`src/rtl/eth_tx_framer_if.sv`:
```
// rtl/eth_tx_framer_if.sv - payload byte stream feeding eth_tx_framer
interface eth_tx_framer_if;
  logic [7:0]  s_data;
  logic        s_valid;
  logic        s_last;
  logic [15:0] s_type_len;
  logic        s_ready;

  modport master (output s_data, s_valid, s_last, s_type_len, input s_ready);
  modport slave  (input s_data, s_valid, s_last, s_type_len, output s_ready);
endinterface

```
`src/rtl/eth_tx_framer.sv`:
```
// rtl/eth_tx_framer.sv - GMII transmit framer: preamble, MACs, type, payload, pad, FCS, IFG
// Define ETH_TX_VLAN_EN to insert an 802.1Q tag after the source MAC.
module eth_tx_framer #(
  parameter logic [47:0] DEST_MAC    = 48'h023528fbdd66,
  parameter logic [47:0] SRC_MAC     = 48'h072227acdb65,
  parameter int          MIN_PAYLOAD = 46,
  parameter int          MAX_PAYLOAD = 1500,
  parameter int          IFG_BYTES   = 12,
  parameter logic [15:0] VLAN_TCI    = 16'h0001
) (
  input  logic              clk,
  input  logic              rst,
  eth_tx_framer_if.slave    s_if,
  output logic [7:0]        gmii_data_out,
  output logic              gmii_en,
  output logic              gmii_er,
  output logic              busy,
  output logic              frame_done,
  output logic              frame_err
);

  localparam int CW = $clog2(MAX_PAYLOAD + 2);
`ifdef ETH_TX_VLAN_EN
  localparam int PAD_TARGET = MIN_PAYLOAD - 4;
`else
  localparam int PAD_TARGET = MIN_PAYLOAD;
  logic [15:0] unused_vlan_tci;
  assign unused_vlan_tci = VLAN_TCI;
`endif
  localparam logic [CW-1:0] PAD_CNT  = CW'(PAD_TARGET);
  localparam logic [CW-1:0] OVER_CNT = CW'(MAX_PAYLOAD + 1);
  localparam logic [CW-1:0] IFG_LAST = CW'(IFG_BYTES - 1);

  typedef enum logic [3:0] {
    S_IDLE, S_PRE, S_SFD, S_DEST, S_SRC,
`ifdef ETH_TX_VLAN_EN
    S_VLAN,
`endif
    S_TYPE, S_PAYLOAD, S_PAD, S_FCS, S_IFG, S_DROP
  } state_t;

  state_t        state_q, state_d;
  logic [CW-1:0] cnt_q, cnt_d, cnt_inc;
  logic [31:0]   crc_q, crc_d, fcs;
  logic [15:0]   type_q, type_d;
  logic [7:0]    data_q, data_d;
  logic          en_q, en_d, er_q, er_d, done_q, done_d, err_q, err_d;
  logic          ready_q, ready_d, busy_q, busy_d, crc_en;
  logic [2:0]    idx;

  function automatic logic [31:0] crc_byte(input logic [31:0] c, input logic [7:0] d);
    logic [31:0] r;
    r = c ^ {24'h0, d};
    for (int i = 0; i < 8; i++) r = r[0] ? ((r >> 1) ^ 32'hEDB88320) : (r >> 1);
    return r;
  endfunction

  function automatic logic [7:0] mac_byte(input logic [47:0] m, input logic [2:0] i);
    logic [7:0] b;
    case (i)
      3'd0:    b = m[47:40];
      3'd1:    b = m[39:32];
      3'd2:    b = m[31:24];
      3'd3:    b = m[23:16];
      3'd4:    b = m[15:8];
      default: b = m[7:0];
    endcase
    return b;
  endfunction

  assign cnt_inc = cnt_q + CW'(1);
  assign idx     = cnt_q[2:0];
  assign fcs     = ~crc_q;

  // Each state computes the byte that appears on the pins in the following cycle.
  always_comb begin
    state_d = state_q;
    cnt_d   = cnt_q;
    crc_d   = crc_q;
    type_d  = type_q;
    data_d  = 8'h00;
    en_d    = 1'b0;
    er_d    = 1'b0;
    done_d  = 1'b0;
    err_d   = 1'b0;
    crc_en  = 1'b0;
    case (state_q)
      S_IDLE: if (s_if.s_valid) begin
        state_d = S_PRE;
        cnt_d   = CW'(1);
        crc_d   = 32'hFFFF_FFFF;
        type_d  = s_if.s_type_len;
        en_d    = 1'b1;
        data_d  = 8'h55;
      end
      S_PRE: begin
        en_d   = 1'b1;
        data_d = 8'h55;
        if (cnt_q == CW'(6)) begin state_d = S_SFD; cnt_d = '0; end
        else cnt_d = cnt_inc;
      end
      S_SFD: begin
        en_d    = 1'b1;
        data_d  = 8'hD5;
        state_d = S_DEST;
      end
      S_DEST: begin
        en_d   = 1'b1;
        crc_en = 1'b1;
        data_d = mac_byte(DEST_MAC, idx);
        if (cnt_q == CW'(5)) begin state_d = S_SRC; cnt_d = '0; end
        else cnt_d = cnt_inc;
      end
      S_SRC: begin
        en_d   = 1'b1;
        crc_en = 1'b1;
        data_d = mac_byte(SRC_MAC, idx);
        if (cnt_q == CW'(5)) begin
`ifdef ETH_TX_VLAN_EN
          state_d = S_VLAN;
`else
          state_d = S_TYPE;
`endif
          cnt_d = '0;
        end else cnt_d = cnt_inc;
      end
`ifdef ETH_TX_VLAN_EN
      S_VLAN: begin
        en_d   = 1'b1;
        crc_en = 1'b1;
        case (idx)
          3'd0:    data_d = 8'h81;
          3'd1:    data_d = 8'h00;
          3'd2:    data_d = VLAN_TCI[15:8];
          default: data_d = VLAN_TCI[7:0];
        endcase
        if (cnt_q == CW'(3)) begin state_d = S_TYPE; cnt_d = '0; end
        else cnt_d = cnt_inc;
      end
`endif
      S_TYPE: begin
        en_d   = 1'b1;
        crc_en = 1'b1;
        data_d = (idx == 3'd0) ? type_q[15:8] : type_q[7:0];
        if (cnt_q == CW'(1)) begin state_d = S_PAYLOAD; cnt_d = '0; end
        else cnt_d = cnt_inc;
      end
      S_PAYLOAD: begin
        en_d = 1'b1;
        if (!s_if.s_valid) begin
          er_d    = 1'b1;
          err_d   = 1'b1;
          state_d = S_DROP;
          cnt_d   = '0;
        end else begin
          data_d = s_if.s_data;
          crc_en = 1'b1;
          cnt_d  = cnt_inc;
          if (cnt_inc == OVER_CNT) begin
            // A last byte arriving on the oversize byte ends the frame itself, so skip DROP.
            er_d    = 1'b1;
            err_d   = 1'b1;
            state_d = s_if.s_last ? S_IFG : S_DROP;
            cnt_d   = '0;
          end else if (s_if.s_last) begin
            if (cnt_inc < PAD_CNT) state_d = S_PAD;
            else begin state_d = S_FCS; cnt_d = '0; end
          end
        end
      end
      S_PAD: begin
        en_d   = 1'b1;
        crc_en = 1'b1;
        if (cnt_inc == PAD_CNT) begin state_d = S_FCS; cnt_d = '0; end
        else cnt_d = cnt_inc;
      end
      S_FCS: begin
        en_d = 1'b1;
        case (idx)
          3'd0:    data_d = fcs[7:0];
          3'd1:    data_d = fcs[15:8];
          3'd2:    data_d = fcs[23:16];
          default: data_d = fcs[31:24];
        endcase
        if (cnt_q == CW'(3)) begin
          state_d = S_IFG;
          cnt_d   = '0;
          done_d  = 1'b1;
        end else cnt_d = cnt_inc;
      end
      S_IFG: begin
        if (cnt_q == IFG_LAST) begin state_d = S_IDLE; cnt_d = '0; end
        else cnt_d = cnt_inc;
      end
      S_DROP: if (s_if.s_valid && s_if.s_last) begin
        state_d = S_IFG;
        cnt_d   = '0;
      end
      default: state_d = S_IDLE;
    endcase
    if (crc_en) crc_d = crc_byte(crc_q, data_d);
    ready_d = (state_d == S_PAYLOAD) || (state_d == S_DROP);
    busy_d  = (state_d != S_IDLE);
  end

  always_ff @(posedge clk) begin
    if (rst) begin
      state_q <= S_IDLE;
      cnt_q   <= '0;
      crc_q   <= 32'hFFFF_FFFF;
      type_q  <= '0;
      data_q  <= '0;
      en_q    <= 1'b0;
      er_q    <= 1'b0;
      done_q  <= 1'b0;
      err_q   <= 1'b0;
      ready_q <= 1'b0;
      busy_q  <= 1'b0;
    end else begin
      state_q <= state_d;
      cnt_q   <= cnt_d;
      crc_q   <= crc_d;
      type_q  <= type_d;
      data_q  <= data_d;
      en_q    <= en_d;
      er_q    <= er_d;
      done_q  <= done_d;
      err_q   <= err_d;
      ready_q <= ready_d;
      busy_q  <= busy_d;
    end
  end

  assign s_if.s_ready  = ready_q;
  assign gmii_data_out = data_q;
  assign gmii_en       = en_q;
  assign gmii_er       = er_q;
  assign busy          = busy_q;
  assign frame_done    = done_q;
  assign frame_err     = err_q;

endmodule

```
`src/flat_wrapper.sv`:
```
// flat-port wrapper written by rule: the top's interface ports become plain ports
module eth_tx_framer_flat 
#(
  parameter logic [47:0] DEST_MAC    = 48'h023528fbdd66,
  parameter logic [47:0] SRC_MAC     = 48'h072227acdb65,
  parameter int          MIN_PAYLOAD = 46,
  parameter int          MAX_PAYLOAD = 1500,
  parameter int          IFG_BYTES   = 12,
  parameter logic [15:0] VLAN_TCI    = 16'h0001
)
  (clk, rst, gmii_data_out, gmii_en, gmii_er, busy, frame_done, frame_err, s_if_s_data, s_if_s_valid, s_if_s_last, s_if_s_type_len, s_if_s_ready);
  eth_tx_framer_if s_if_i ();
  input  logic clk;
  input  logic rst;
  output logic [7:0] gmii_data_out;
  output logic gmii_en;
  output logic gmii_er;
  output logic busy;
  output logic frame_done;
  output logic frame_err;
  input wire logic [$bits(s_if_i.s_data)-1:0] s_if_s_data;
  input wire logic [$bits(s_if_i.s_valid)-1:0] s_if_s_valid;
  input wire logic [$bits(s_if_i.s_last)-1:0] s_if_s_last;
  input wire logic [$bits(s_if_i.s_type_len)-1:0] s_if_s_type_len;
  output wire logic [$bits(s_if_i.s_ready)-1:0] s_if_s_ready;
  assign s_if_i.s_data = s_if_s_data;
  assign s_if_i.s_valid = s_if_s_valid;
  assign s_if_i.s_last = s_if_s_last;
  assign s_if_i.s_type_len = s_if_s_type_len;
  assign s_if_s_ready = s_if_i.s_ready;
  eth_tx_framer #(.DEST_MAC(DEST_MAC), .SRC_MAC(SRC_MAC), .MIN_PAYLOAD(MIN_PAYLOAD), .MAX_PAYLOAD(MAX_PAYLOAD), .IFG_BYTES(IFG_BYTES), .VLAN_TCI(VLAN_TCI)) u_core (.clk(clk), .rst(rst), .s_if(s_if_i), .gmii_data_out(gmii_data_out), .gmii_en(gmii_en), .gmii_er(gmii_er), .busy(busy), .frame_done(frame_done), .frame_err(frame_err));
endmodule
```
`config.mk`:
```
export PLATFORM = sky130hd
export DESIGN_NAME = eth_tx_framer_flat
export DESIGN_NICKNAME = d
export VERILOG_FILES = /design/src/rtl/eth_tx_framer_if.sv /design/src/rtl/eth_tx_framer.sv /design/src/flat_wrapper.sv
export SDC_FILE = /design/constraint.sdc
export NUM_CORES = 1
export LEC_CHECK = 0
export BUFFER_PORTS_ARGS = -buffer_cell sky130_fd_sc_hd__buf_2
export CORE_ASPECT_RATIO = 0.9
export CORE_MARGIN = 2
export CORE_UTILIZATION = 50
export DETAILED_ROUTE_END_ITERATION = 8
export PLACE_DENSITY_LB_ADDON = 0.15
export SYNTH_ARGS = -nofsm -noshare
export SYNTH_HDL_FRONTEND = slang
export SYNTH_SLANG_ARGS = --single-unit
```
`constraint.sdc`:
```
create_clock -name clk -period 3.25 [get_ports clk]
set_input_delay 0.65 -clock clk [delete_from_list [all_inputs] [get_ports clk]]
set_output_delay 0.65 -clock clk [all_outputs]
set_load 0.005 [all_outputs]
```
# After elaboration in Yosys (flattened, before gate mapping)
# Index checks and enable logic that the tools add are counted.
# classes
n_eq_ne	25
div_mod_pow	0
n_mul	0
shift	0
reduce_logical	16
order_cmp	1
mux	52
add_sub_neg	1
bitwise	12
# ops
operator	count
$mux W32	11
$mux W11	12
$not A13 Y14	8
$pmux W11 S9	1
$pmux W8 S5	2
$pmux W8 S8	1
$mux W4	13
$pmux W4 S11	1
$not A32 Y32	1
$xor A32 B8 Y32	1
$pmux W8 S3	1
$eq A11 B3 Y1 const B	2
$eq A4 B3 Y1 const B	5
$eq A4 B4 Y1 const B	4
$mux W8	2
$add A11 B1 Y11 const B	1
$eq A11 B1 Y1 const B	1
$eq A11 B11 Y1 const B	1
$eq A11 B2 Y1 const B	1
$eq A11 B4 Y1 const B	1
$eq A11 B6 Y1 const B	1
$lt A11 B6 Y1 const B	1
$reduce_bool A9 Y1	1
$eq A4 B2 Y1 const B	2
other kinds (22)	32
# totals
in_bits	28
ramBits	0
mem_count	0
rom_bits	0
latchBits	0
ff_bits	76
out_inout_bits	14

# Logic depth before layout (Yosys ltp)
# logic_depth
depth_word	21
depth_mapped	13
ltp_nobuf	11

# Least setup slack after synthesis
# Ideal clock, no wire load.
# synth_path
path_type	register to register
start	reg u_core.cnt_q[0]
end	reg u_core.crc_q[23]
path_stages_with_launch	14
setup_ns	0.117
arrival_time_ns	3.347
slack_ns	-0.214
required_time_ns	3.133
period_less_slack_ns	3.464
path_buffers	2
cell_sequence	dfxtp_1 -> inv_1 -> ha_1 -> buf_2 -> nor2b_1 -> buf_2 -> mux2_1 -> a21oi_1 -> nor3_1 -> a2111oi_4 -> xnor2_1 -> xor3_2 -> xor3_1 -> o22a_1
# synth_between
elab_chain_len	18
# synth_lines
element	line_no	source
from (decl)	eth_tx_framer.sv:43	logic [CW-1:0] cnt_q, cnt_d, cnt_inc;
from (signal assigned)	eth_tx_framer.sv:221	cnt_q <= cnt_d;
$eq A3 B3 Y1 (tied with other cells)	eth_tx_framer.sv:60	case (i)
$pmux W8 S5 (tied with other cells)	eth_tx_framer.sv:60	
$pmux W8 S8 (*)	eth_tx_framer.sv:87	case (state_q)
$xor A32 B8 Y32 (*)	eth_tx_framer.sv:53	r = c ^ {24'h0, d};
$mux W32 (*)	eth_tx_framer.sv:54	for (int i = 0; i < 8; i++) r = r[0] ? ((r >> 1) ^ 32'hEDB88320) : (r >> 1);
$not A13 Y14 (no source line)	--	
$mux W32 (*) (2 in series)	eth_tx_framer.sv:54	
$not A13 Y14 (no source line)	--	
$mux W32 (*)	eth_tx_framer.sv:54	
$not A13 Y14 (no source line)	--	
$mux W32 (*) (2 in series)	eth_tx_framer.sv:54	
$not A13 Y14 (no source line)	--	
$mux W32 (*)	eth_tx_framer.sv:54	
$not A13 Y14 (no source line)	--	
$mux W32 (*)	eth_tx_framer.sv:54	
$mux W32 (*)	eth_tx_framer.sv:201	if (crc_en) crc_d = crc_byte(crc_q, data_d);
to (signal assigned)	eth_tx_framer.sv:222	crc_q <= crc_d;
to (decl)	eth_tx_framer.sv:44	logic [31:0] crc_q, crc_d, fcs;
# Mark *: on every way between the ends. The rest lies on a longest branch, timed or not.
# A chain may end at the register's enable or synchronous reset.

# Worst setup path after layout
# layout_path
start	reg u_core.cnt_q[0]
end	reg u_core.crc_q[20]
# The elaborated chain is that of the path after synthesis.

==> results.cfg <==
[global_route]
grt_pass1_vias = 4524
grt_pass1_wl_um = 24000
grt-ovfl-total = 0
antenna_found_initial = 0
grt_max_degree = 34
grt_usage_pct = 27.2

[clocking]
holdBufCountCts = 0
clk_path_buf_depth = 2
cts_buffers = 9
root_buffer = clkbuf_16
h-tree-depth = 3
cts_tree = built
clock_sinks = 76
insertion_delay_ps = 340
clkTransAtPathRegs_ps = 60

[die]
initial_core_util_pct = 52.1
design.die.area_um2 = 11000
rows = 34
io_pins = 42
die_height_um = 99.8
design.core.area_um2 = 9780
die_w_um = 110

[sta]
drv_slew = 0
maxSlewHeadroom_pct = 43.9
tightest_slew_ps = 839
finalSetupViolCount = 1
setup_ws_ps = -6.01
fmaxAchievable_ghz = 0.307
finalClockSkew_ps = 5.80
period_share_pct = 100
rsz0062_at_grt = true
hold_violations = 0
hold-worst-slack_ps = 461
final.min_clock_period_ps = 3260

[detailed_routing]
vias = 5067
vias_per_cell = 5.91
wl_per_cell_um = 18.2
drc_errors = 0
drt-initial-drc-count = 440
wirelength_um = 15600
drtAntennaViolNets = 0
first_pass_iters = 5

[worst_setup_path]
endpoint_kind = flop
worst-path-max-fanout = 5
cp-start-kind = flop
r2r.worst_path.cells = 16
critPathLaunch = u_core.cnt_q[0]$_SDFFE_PP0P_
arrival_ps = 3530
path_class = flop to flop
r2r_slack_ps = -6
cp_data_required_time_ps = 3530
r2r_start = u_core.cnt_q[0]$_SDFFE_PP0P_

[min_path]
hp-start = u_core.type_q[12]$_SDFFE_PP0P_
hp-class = flop to flop
holdPathStages = 2

[place]
gp_congestion = 0.934
dpl_cell_area_um2 = 5790
place_hpwl_um = 11300
io_buffers = 41

[run_status]
violations = setup timing
status = complete, but fails checks

[finish]
num_antenna_cells = 0
nets = 759
final_area_um2 = 6630
drive_gt1_share_pct = 29.7
utilization_pct = 67.7
syn2layout_area_growth_pct = 30.0
nFillCells = 815

[yosys]
seq_area_frac_synth_pct = 29.8
ys_top_cells_by_count = dfxtp_1, nand2_1, nor2_1, a21oi_1, xnor2_1
synth_cell_type_count = 77
yosysTopAreaCell = dfxtp_1
synthFlopType = dfxtp_1
ys_seq_elements = 76
synth-async-reset-ratio_pct = 0
yosys-top-cells-area = dfxtp_1, xnor2_1, a21oi_1
synth-edff-count = 0
synth_top_cell_area_share_pct = 29.8
yosysMostFrequentCell = dfxtp_1
netlist_area_um2 = 5100
synthCells = 623
syn-num-nets = 656
avgSynthCellArea_um2 = 8.19
yosysWarnings = 0

[power]
ir_drop_mv = 0.398
power.total_w = 0.00264
power_density_nw_per_um2 = 398
leakagePower_nw = 2.80

[job]
maxCapViolCount = 0
-- registers in the layout (all words and copies together), names as in the netlist --
name	flops
u_core.busy	1
u_core.frame_done	1
u_core.s_if.s_ready	1
u_core.type_q	16
u_core.gmii_er	1
u_core.crc_q	32
u_core.gmii_data_out	8
u_core.cnt_q	11
u_core.state_q	4
u_core.gmii_en	1
-- worst paths after layout --
kind,endpoint
worst max-delay path,u_core.crc_q[20]$_SDFFE_PP1P_
worst min register to register,u_core.type_q[12]$_SDFFE_PP0P_
worst min-delay path,u_core.type_q[12]$_SDFFE_PP0P_
worst max register to register,u_core.crc_q[20]$_SDFFE_PP1P_
-- cell families (layout without fill, tap and decap cells) --
| logic type | after synthesis | count (layout) | share of synthesized area, % |
|---|---|---|---|
| buffers and inverters | 72 | 180 | 5.77 |
| multiplexers | 13 | 13 | 2.60 |
| adder cells (fa/ha/maj) | 5 | 5 | 1.23 |
| flip-flops | 76 | 76 | 29.8 |
| AND/OR/NAND/NOR | 236 | 236 | 24.1 |
| AO/OA/AOI/OAI | 150 | 150 | 20.2 |
| XOR/XNOR | 71 | 71 | 16.3 |
-- metrics by stage --
stage	cells	setup TNS (ps)	setup slack, ps
2_1_floorplan	623	0	3.76
3_3_place_gp	815	-39.2	-39.2
3_5_place_dp	815	-339	-136
4_1_cts	837	0	5.71
5_1_grt	857	-363	-104
6_report	857	-6.01	-6.01
-- worst max-delay path: stages, from the launching register on --
cell and delay, ps:
dfxtp_4 360, buf_4 130, buf_4 140, ha_2 180
ha_2 180, inv_2 70, nand3_1 70, a21o_1 210
a2111oi_4 370, xnor2_2 160, buf_6 160, buf_4 150
xnor2_4 250, xnor2_2 170, buf_4 160, xnor3_1 290
a21oi_1 120
-- layer usage --
metal,vias up,global-route usage [%],wire [um]
li1,2401,-,-
met1,2398,39.6,7030
met2,248,42.0,6950
met3,20,5.80,1420
met4,0,5.48,221
met5,-,0,0
-- layout by cell type, fill, tap and decap left out, types with 4 or more instances in the layout --
| master | netlist | routed |
|---|---|---|
| xnor2_2 | 10 | 14 |
| nor2b_1 | 8 | 6 |
| buf_2 | 7 | 41 |
| o22ai_1 | 6 | 5 |
| a222oi_1 | 7 | 7 |
| o21ai_1 | 8 | 8 |
| o2bb2ai_1 | 5 | 4 |
| a21oi_1 | 51 | 48 |
| nor2_1 | 54 | 54 |
| or3_1 | 12 | 12 |
| nand2_1 | 65 | 65 |
| mux2i_1 | 11 | 7 |
| nand3_1 | 19 | 19 |
| a2111oi_2 | 1 | 5 |
| and3_1 | 5 | 5 |
| nand2b_1 | 19 | 19 |
| dfxtp_1 | 76 | 71 |
| and2_1 | 6 | 6 |
| a211oi_1 | 7 | 5 |
| a31oi_1 | 9 | 9 |
| clkbuf_16 | 0 | 10 |
| xnor2_1 | 47 | 40 |
| xnor3_1 | 7 | 5 |
| o21ai_0 | 17 | 17 |
| nor4_1 | 5 | 5 |
| a21o_1 | 6 | 6 |
| inv_1 | 31 | 28 |
| nor3_1 | 14 | 14 |
| buf_4 | 2 | 86 |
-- final cells by class --
class | count | area (um2) | area share (%)
clock buffers | 10 | 239 | 3.61
clock inverters | 6 | 95.1 | 1.43
inverters | 31 | 121 | 1.83
multi-input cells | 475 | 3540 | 53.4
flip-flops and latches | 76 | 1530 | 23.1
well taps | 126 | 158 | 2.38
repair buffers | 133 | 945 | 14.3
-- report_power, final --
part	total, W	internal, W	switching, W	leakage (nW)
sequential	0.000972	0.000953	0.0000192	0.621
combinational	0.000547	0.000282	0.000264	2.01
clock	0.00112	0.000700	0.000420	0.163
-- timing repair --
item                       4_1_cts  5_1_grt
gates cloned                     0        1
setup endpoints to repair       11       27
resized for setup               11       49
pin swaps                       12       25
buffers inserted                 6       19
Note: power is estimated with default switching activity, not from simulation.
